File: config.mk
export PLATFORM = sky130hd
export DESIGN_NAME = score_scanner
export DESIGN_NICKNAME = d
export VERILOG_FILES = /design/src/rtl/score_scanner.sv
export SDC_FILE = /design/constraint.sdc
export NUM_CORES = 1
export LEC_CHECK = 0
export CAP_MARGIN = 40
export CORE_MARGIN = 5
export CORE_UTILIZATION = 45
export CTS_CLUSTER_DIAMETER = 150
export DETAILED_ROUTE_END_ITERATION = 12
export PLACE_DENSITY_LB_ADDON = 0.15
export SYNTH_ARGS = -nofsm -noshare
export SYNTH_HDL_FRONTEND = slang
export SYNTH_SLANG_ARGS = --single-unit
File: constraint.sdc
create_clock -name clk -period 15.8 [get_ports clk]
set_clock_uncertainty 0.2 [all_clocks]
set_input_delay 2.37 -clock clk [delete_from_list [all_inputs] [get_ports clk]]
set_output_delay 2.37 -clock clk [all_outputs]
set_load 0.1 [all_outputs]
File: src/rtl/score_scanner.sv
// score_scanner: snapshots the board and counts white/black/empty cells over NUM_CELLS/LANES cycles; define SCORE_WINNER_EN to add winner/board_full outputs
module score_scanner #(
    parameter int NUM_CELLS = 64,
    parameter int CELL_W = 3,
    parameter int LANES = 1,
    parameter logic [CELL_W-1:0] WHITE_CODE = 3'b110,
    parameter logic [CELL_W-1:0] BLACK_CODE = 3'b111,
    localparam int SCORE_W = $clog2(NUM_CELLS+1)
) (
    input  logic                        clk,
    input  logic                        resetn,
    input  logic                        init,
    input  logic                        start,
    input  logic [NUM_CELLS*CELL_W-1:0] board,
    output logic                        busy,
    output logic                        done,
    output logic [SCORE_W-1:0]          score_white,
    output logic [SCORE_W-1:0]          score_black,
    output logic [SCORE_W-1:0]          score_empty
`ifdef SCORE_WINNER_EN
    ,
    output logic [1:0]                  winner,
    output logic                        board_full
`endif
);
    localparam int GROUPS = NUM_CELLS / LANES;
    localparam int IDX_W = GROUPS > 1 ? $clog2(GROUPS) : 1;
    localparam int STEP = LANES * CELL_W;
    typedef enum logic {IDLE, SCAN} state_t;
    state_t state, state_n;
    logic [NUM_CELLS*CELL_W-1:0] snap;
    logic [IDX_W-1:0] idx;
    logic [SCORE_W-1:0] acc_w, acc_b, grp_w, grp_b, tot_w, tot_b;
    logic accept, last;
    assign accept = state == IDLE && start;
    assign last = idx == IDX_W'(GROUPS-1);
    assign busy = state == SCAN;
    assign tot_w = acc_w + grp_w;
    assign tot_b = acc_b + grp_b;
    // state register; init aborts any scan
    always_ff @(posedge clk)
        state <= (!resetn) ? IDLE : state_n;
    // next state: init wins over start, last group returns to IDLE
    always_comb
        state_n = init ? IDLE : accept ? SCAN : (state == SCAN && last) ? IDLE : state;
    // hit counts for the group at the bottom of the shifting snapshot
    always_comb begin
        grp_w = '0;
        grp_b = '0;
        for (int l = 0; l < LANES; l++) begin
            grp_w = grp_w + SCORE_W'(snap[l*CELL_W +: CELL_W] == WHITE_CODE);
            grp_b = grp_b + SCORE_W'(snap[l*CELL_W +: CELL_W] == BLACK_CODE);
        end
    end
    // snapshot/accumulate datapath and published scores
    always_ff @(posedge clk) begin
        if (!resetn || init) begin
            done        <= 1'b0;
            score_white <= SCORE_W'(2);
            score_black <= SCORE_W'(2);
            score_empty <= SCORE_W'(NUM_CELLS-4);
`ifdef SCORE_WINNER_EN
            winner      <= 2'b00;
            board_full  <= 1'b0;
`endif
        end else begin
            done <= 1'b0;
            if (accept) begin
                snap  <= board;
                acc_w <= '0;
                acc_b <= '0;
                idx   <= '0;
            end else if (state == SCAN) begin
                snap  <= snap >> STEP;
                acc_w <= tot_w;
                acc_b <= tot_b;
                idx   <= idx + 1'b1;
                if (last) begin
                    done        <= 1'b1;
                    score_white <= tot_w;
                    score_black <= tot_b;
                    score_empty <= SCORE_W'(NUM_CELLS) - tot_w - tot_b;
`ifdef SCORE_WINNER_EN
                    winner      <= tot_w > tot_b ? 2'b01 : tot_b > tot_w ? 2'b10 : 2'b00;
                    board_full  <= tot_w + tot_b == SCORE_W'(NUM_CELLS);
`endif
                end
            end
        end
    end
endmodule

Word-level counts from Yosys, hierarchy flattened:

Cells that the tools add are included.

* bits in registers: 235

* reduce and logical (&&, ||, !) cells: 10
* eq/ne operators: 3
* mux-type cells: 8
* bitwise gates (word level): 4
* $add $sub $neg: 5

Operator list (count)
* $mux 192: 2
* $add 7x1->7: 2
* $mux 7: 2
* $sub 7x7->7: 1
* $sub 7x7->7 const A: 1
* $add 6x1->6 const B: 1
* $eq 3x3->1 const B: 2
* $eq 6x6->1 const B: 1
* $mux 6: 1
* $not 1->1: 4
* $reduce_bool 2->1: 2
* $mux 1: 3
* $reduce_and 3->1: 1
* $reduce_or 3->1: 1
* $logic_and 1x1->1: 2
* $reduce_and 2->1: 1
* $reduce_or 2->1: 1
* $logic_not 1->1: 1
* $logic_or 1x1->1: 1

Logic depth before layout (Yosys ltp):

Gate-level depths: netlist (run 1).

* word-level depth: 4
* gate-level depth with buffers: 12

Worst setup path before layout (run 1):

Ideal clock, no wire load.

* kind: input-to-reg
* start: input port init
* end: register acc_b[0] (enable)
* stages on the path: 4
* setup time: 789 ps
* path buffers: 2
* data required time: 14811 ps
* data arrival time: 11687 ps
* slack: 3124 ps
* cells stage by stage: nand2b_1 > clkbuf_1 > clkbuf_1 > nor2_1

* longest elaborated chain between the ends: 3

Ends and longest elaborated chain
* from (decl): line 12 `input logic init,`
* $logic_or 1x1->1: line 57 `if (!resetn || init) begin`
* $not 1->1 (no line)
* $reduce_and 2->1 (no line)
* to (signal assigned): line 76 `acc_b <= tot_b;`
* to (decl): line 33 `logic [SCORE_W-1:0] acc_w, acc_b, grp_w, grp_b, tot_w, tot_b;`

No other way between the ends.
A chain may end at the register's enable or synchronous reset.

Final worst setup path (run 1):

* start: input port init
* end: register acc_b[3] (enable)

Same word-level chain as after synthesis.

==> run_results.csv, run 1 <==
group,metric,value,unit
logic_synthesis,yosysTopAreaCell,"edfxtp_1",
cts,cts_resized,0,
worst_hold_path,hold_path_depth,2,
critical_path,reg2reg_to,"score_empty[5]",
logic_synthesis,async_flop_share,0,%
critical_path,r2r_slack,12.62,ns
drt,first_pass_iters,4,
timing,relSlewSlack,10.4,%
logic_synthesis,syn-cell-area,10100,µm²
logic_synthesis,syn_inst,602,
critical_path,reg2reg_from,"snap[1]",
place,dpl.hpwl,13.5,mm
timing,rsz0062_at_grt,"no",
drt,drt-initial-drc-count,262,
global_route,grt_antenna_before_repair,0,
global_route,grt_use_total,15.2,%
drt,routed_wl,20.0,mm
timing,fmax,188,MHz
finish,fin_util,63.0,%
global_route,grt_pass1_vias,6223,
critical_path,path_buf_inv,5,
die,die_y,160,µm
critical_path,path_cells,"clkdlybuf4s50_1, nand2b_1, nor2_4, buf_12, buf_4, buf_4, buf_16",
die,die-area,25500,µm²
power,combPwrFrac,9.6,%
cts,htree_levels,1,
logic_synthesis,synth_cell_types,31,
critical_path,cp_max_fo,61,
worst_hold_path,min_path_type,"reg -> reg",
global_route,grt_max_degree,213,
logic_synthesis,synth.avg_cell_area,16.7,µm²
critical_path,crit_path_end_kind,"flip-flop",
critical_path,critPathLaunch,"init",
place,portBuffers,218,
critical_path,crit_path_top_delay_cell,"nor2_4",
cts,cts_buffers,26,
cts,post_cts_buffers,0,
power,p_per_area,104,nW/µm²
logic_synthesis,post-synth-top-area-fraction,63.2,%
timing,tightest_slew,1.34,ns
drt,num_vias,5731,
cts,clkTransAtPathRegs,0.06,ns
outcome,outcome,"finished, final reports clean",
logic_synthesis,synth_most_common_cell,"edfxtp_1",
critical_path,arrival,5.31,ns
cts,clk_latency,0.52,ns
cts,cts-root-buf,"clkbuf_16",
logic_synthesis,syn_nets,815,
timing,drv_slew,0,
logic_synthesis,ys_ff_latch,235,
timing,finalSetupViolCount,0,
drt,drc,0,
logic_synthesis,synth_ff_type,"edfxtp_1",
finish,drive_gt1_share,30.1,%
die,floorplan.initialDensity,45.9,%
finish,nNetsFinal,1060,
finish,antennaDiodeCount,0,
timing,fin_crit,5.32,ns
finish,area_growth,37.3,%
logic_synthesis,synth_warnings,0,
timing,timing.final.crit_share,33.7,%
die,io_pins,219,
critical_path,r2r_cells,12,
die,core_area,22000,µm²
power,ir_drop,0.0653,mV
power,sw_frac_of_total,20.4,%
timing,hold_viol,0,
critical_path,crit_top_cell,"buf_4",
power,power.internal,1.14,mW
logic_synthesis,ys_top_cells_by_area,"edfxtp_1 63%, mux2_2 21%, dfxtp_1 4.6%",
logic_synthesis,synth_common_cells,"212 x edfxtp_1, 189 x mux2_2, 33 x nor2_1, 24 x buf_2, 23 x dfxtp_1",
cts,ctsLongestPathBuffers,3,
power,leakage,4.82,nW
logic_synthesis,ys_seq_area_share,67.7,%
critical_path,critical_path_class,"in -> reg",
logic_synthesis,synth_edf_count,212,
critical_path,worstSetupStartpointType,"primary input",
worst_hold_path,holdPathEnd,"score_black[0]",
place,gp_congestion,0.759,
drt,drt-wirelength-per-cell,17.4,µm
timing,setup_tns,0,ns
die,die_w,160,µm
critical_path,slowest_delay,0.54,ns
cts,cts-hold-fix-buffers,0,
worst_hold_path,min-delay-start,"score_black[0]",
power,p_sw,293,µW
job,drv_cap,0,
critical_path,critical_path.top_delay_family,"buffers and inverters",
critical_path,path_depth,7,
drt,via_per_inst,5.00,
global_route,grt_pass1_wl,31.8,mm
global_route,grt-ovfl-total,0,
die,std_cell_rows,54,
cts,clkSinkCount,235,
power,clkPwrFrac,40.9,%
drt,detail-route-antenna-nets,0,
cts,cts_tree,"built",
critical_path,cp.required,15.79,ns
power,seqPwrFrac,49.5,%
## power groups by stage
stage                     logic (mW)  registers [mW]  clock network (mW)
final                          0.138           0.712               0.589
after global placement         0.133           0.725                   0
after CTS                      0.140           0.712               0.605
after detailed placement       0.138           0.725                   0
after global routing           0.149           0.713               0.631
after floorplan               0.0720           0.731                   0
## per-stage QoR
step | power [mW] | cells | hold WS, ns | setup WS, ns | cell area (µm²)
2_1_floorplan | 0.802 | 602 | 0.325 | 3.12 | 10100
3_3_place_gp | 0.857 | 1073 | 0.257 | 8.98 | 12500
3_5_place_dp | 0.863 | 1099 | 0.250 | 9.92 | 13000
4_1_cts | 1.46 | 1147 | 0.264 | 10.48 | 13800
5_1_grt | 1.49 | 1147 | 0.276 | 10.27 | 13800
6_report | 1.44 | 1147 | 0.262 | 10.48 | 13800
## state kept, by name (all words and copies together), names as in the netlist
name         cells
idx              6
score_empty      7
done             1
score_black      7
busy             1
acc_w            7
score_white      7
acc_b            7
snap           192
## metal layers
metal  up-vias  share of wire, %  GRT usage (%)
li1       2779                 -              -
met1      2778                41           19.0
met2       144                50           25.9
met3        30               7.1           5.10
met4         0               1.9           3.47
met5         -                 0              0
## placed cells by master, fill, tap and decap left out, types with 8 or more instances in the layout
cell               n
clkbuf_16         26
nor2_1            32
xor2_1            11
buf_8             18
edfxtp_1         212
dfxtp_1           23
mux2_2           189
nand2_1           22
a211oi_1          10
a21oi_1            8
ha_1              16
clkdlybuf4s50_1  218
## cells by family after synthesis
logic type / after synthesis / synth area share (%)
DFF: 235 / 67.7
muxes: 189 / 21.1
and+or+nand+nor: 80 / 3.67
buffers and inverters: 35 / 1.60
AOI/OAI and AO/OA: 26 / 1.69
xor gates and xnor gates: 20 / 2.02
adders and majority gates: 17 / 2.18
## final cells by class
cell class / instances / area (µm²)
Timing Repair Buffer: 247 / 2700
Clock buffer: 30 / 666
Inverter: 5 / 18.8
Fill cell: 1634 / 8120
Multi-Input combinational cell: 332 / 3110
Sequential cell: 235 / 6830
Clock inverter: 18 / 168
Tap cell: 280 / 350
## tightest hold or removal path, stage by stage (launching register included)
cell and delay (ns):
dfxtp_1 0.31, nand2_1 0.05, a21oi_1 0.06
## worst max path at each step
stage                     to  slack (ns)
detailed placement  snap[96]        9.92
floorplan           acc_b[0]        3.12
CTS                 snap[80]       10.48
global route        snap[73]       10.27
finish              acc_b[3]       10.48
global placement     snap[2]        8.98
Power figures use the tool's default switching activity.
==> run 2: changes to the inputs <==
==> constraint.sdc (replaced) <==
create_clock -name clk -period 5.2 [get_ports clk]
set_clock_uncertainty 0.2 [all_clocks]
set_input_delay 0.78 -clock clk [delete_from_list [all_inputs] [get_ports clk]]
set_output_delay 0.78 -clock clk [all_outputs]
set_load 0.1 [all_outputs]
==> run 2 against run 1 <==
Global-route usage is 0.10 points higher. Non-clock buffer count unchanged. Sequential share of layout area grew 0.32 points. Count of clock-buffer cells in the layout is 4 higher. Cell area fell by 0.65%. Critical path depth rose by 5. Largest cell class unchanged. Largest power group unchanged.
==> run_results.csv, run 2 (same netlist as run 1, synthesis figures left out) <==
group,metric,value,unit
timing,fmax,322,MHz
finish,drive_gt1_share,30.0,%
critical_path,reg2reg_from,"snap[1]",
die,std_cell_rows,54,
critical_path,crit_path_end_kind,"flip-flop",
drt,drc,0,
die,core_area,22000,µm²
drt,via_per_inst,5.04,
timing,timing.final.crit_share,59.8,%
finish,regMostFlops,"snap",
timing,tightest_slew,0.922,ns
finish,final_common_cell,"clkdlybuf4s50_1",
cts,cts_buffers,26,
outcome,outcome,"finished, final reports clean",
place,dpl.hpwl,13.6,mm
die,die_y,160,µm
worst_hold_path,min_path_type,"reg -> reg",
critical_path,r2r_slack,2.09,ns
cts,cts-hold-fix-buffers,0,
timing,fin_crit,3.11,ns
drt,drt-wirelength-per-cell,17.7,µm
cts,post_cts_buffers,0,
critical_path,cp_max_fo,3,
drt,num_vias,5783,
global_route,grt-ovfl-total,0,
place,portBuffers,218,
critical_path,critical_path_class,"reg -> reg",
place,gp_congestion,0.784,
finish,nNetsFinal,1060,
global_route,grt_use_total,15.3,%
global_route,grt_pass1_vias,6189,
critical_path,worstSetupStartpointType,"flip-flop",
cts,cts_tree,"built",
cts,htree_levels,1,
power,leakage,4.77,nW
global_route,grt_max_degree,137,
cts,clk_latency,0.52,ns
die,die_w,160,µm
timing,finalSetupViolCount,0,
cts,ctsLongestPathBuffers,3,
power,ir_drop,0.220,mV
critical_path,reg2reg_to,"score_empty[5]",
finish,largest_reg_flops,192,
critical_path,critPathLaunch,"snap[1]",
timing,setup_tns,0,ns
critical_path,arrival,3.27,ns
job,drv_cap,0,
timing,hold_viol,0,
global_route,grt_antenna_before_repair,4,
critical_path,cp.required,5.37,ns
die,io_pins,219,
drt,detail-route-antenna-nets,0,
power,p_per_area,312,nW/µm²
power,power.total,4.29,mW
die,floorplan.initialDensity,45.9,%
cts,cts-root-buf,"clkbuf_16",
cts,cts_resized,0,
die,die-area,25500,µm²
cts,clkTransAtPathRegs,0.06,ns
timing,drv_slew,0,
global_route,grt_pass1_wl,32.0,mm
drt,drt-initial-drc-count,289,
finish,area_growth,36.4,%
finish,layout_common_cells,"218 x clkdlybuf4s50_1, 212 x edfxtp_1, 189 x mux2_2",
critical_path,r2r_cells,12,
drt,routed_wl,20.3,mm
timing,rsz0062_at_grt,"no",
drt,first_pass_iters,4,
critical_path,crit_path_end,"score_empty[5]",
timing,relSlewSlack,38.6,%
cts,clkSinkCount,235,
## run 2: worst min-delay path by stage
| stage | end | slack (ns) | startpoint | depth (start not counted) |
|---|---|---|---|---|
| 3_5_place_dp | score_empty[0] | 0.25 | score_empty[0] | 2 |
| 4_1_cts | score_empty[1] | 0.27 | score_empty[1] | 2 |
| 3_3_place_gp | score_empty[1] | 0.26 | score_empty[1] | 2 |
| 6_report | score_empty[1] | 0.26 | score_empty[1] | 2 |
| 5_1_grt | score_empty[1] | 0.29 | score_empty[1] | 2 |
| 2_1_floorplan | snap[0] | 0.32 | snap[3] | 1 |
## run 2: area by class of cell
class | count | area (µm²)
clock inverter | 11 | 86.3
timing repair buffer | 247 | 2640
antenna | 3 | 7.51
fill | 1607 | 8210
tap | 280 | 350
sequential | 235 | 6830
clock buffer | 34 | 712
multi-input combinational | 332 | 3110
inverter | 5 | 18.8
## run 2: per-layer routing
layer | up-vias | global-route usage, % | share of wire [%]
li1 | 2784 | - | -
met1 | 2797 | 19.0 | 40
met2 | 162 | 25.8 | 50
met3 | 36 | 4.74 | 7.2
met4 | 4 | 5.01 | 2.6
met5 | - | 0 | 0.13
## run 2: through the flow
| stage | hold WS [ns] | instance area, µm² | util [%] | instances | setup WS (ns) |
|---|---|---|---|---|---|
| floorplan | 0.325 | 10100 | - | 602 | 0.0966 |
| detailed placement | 0.254 | 12900 | 58.9 | 1099 | 2.01 |
| finish | 0.264 | 13700 | 62.6 | 1147 | 2.09 |
| global placement | 0.256 | 12500 | 57.1 | 1074 | 1.89 |
| CTS | 0.266 | 13700 | 62.6 | 1144 | 2.05 |
| global route | 0.290 | 13700 | 62.6 | 1146 | 1.87 |
## run 2: power by group
part | internal (mW) | leakage [nW] | switching (mW)
Sequential | 2.14 | 2.14 | 0.0185
Combinational | 0.266 | 2.24 | 0.148
Clock | 1.01 | 0.394 | 0.709
Total | 3.42 | 4.77 | 0.875
## run 2: critical path, cell delays in order (launching register included)
cell and delay [ns]:
edfxtp_1 0.38, and3_1 0.21, ha_1 0.22, xnor2_1 0.27, inv_1 0.08, ha_1 0.27, inv_1 0.04, ha_1 0.23
fa_1 0.43, a21o_1 0.20, a21oi_1 0.17, xor2_1 0.16, o211ai_1 0.10
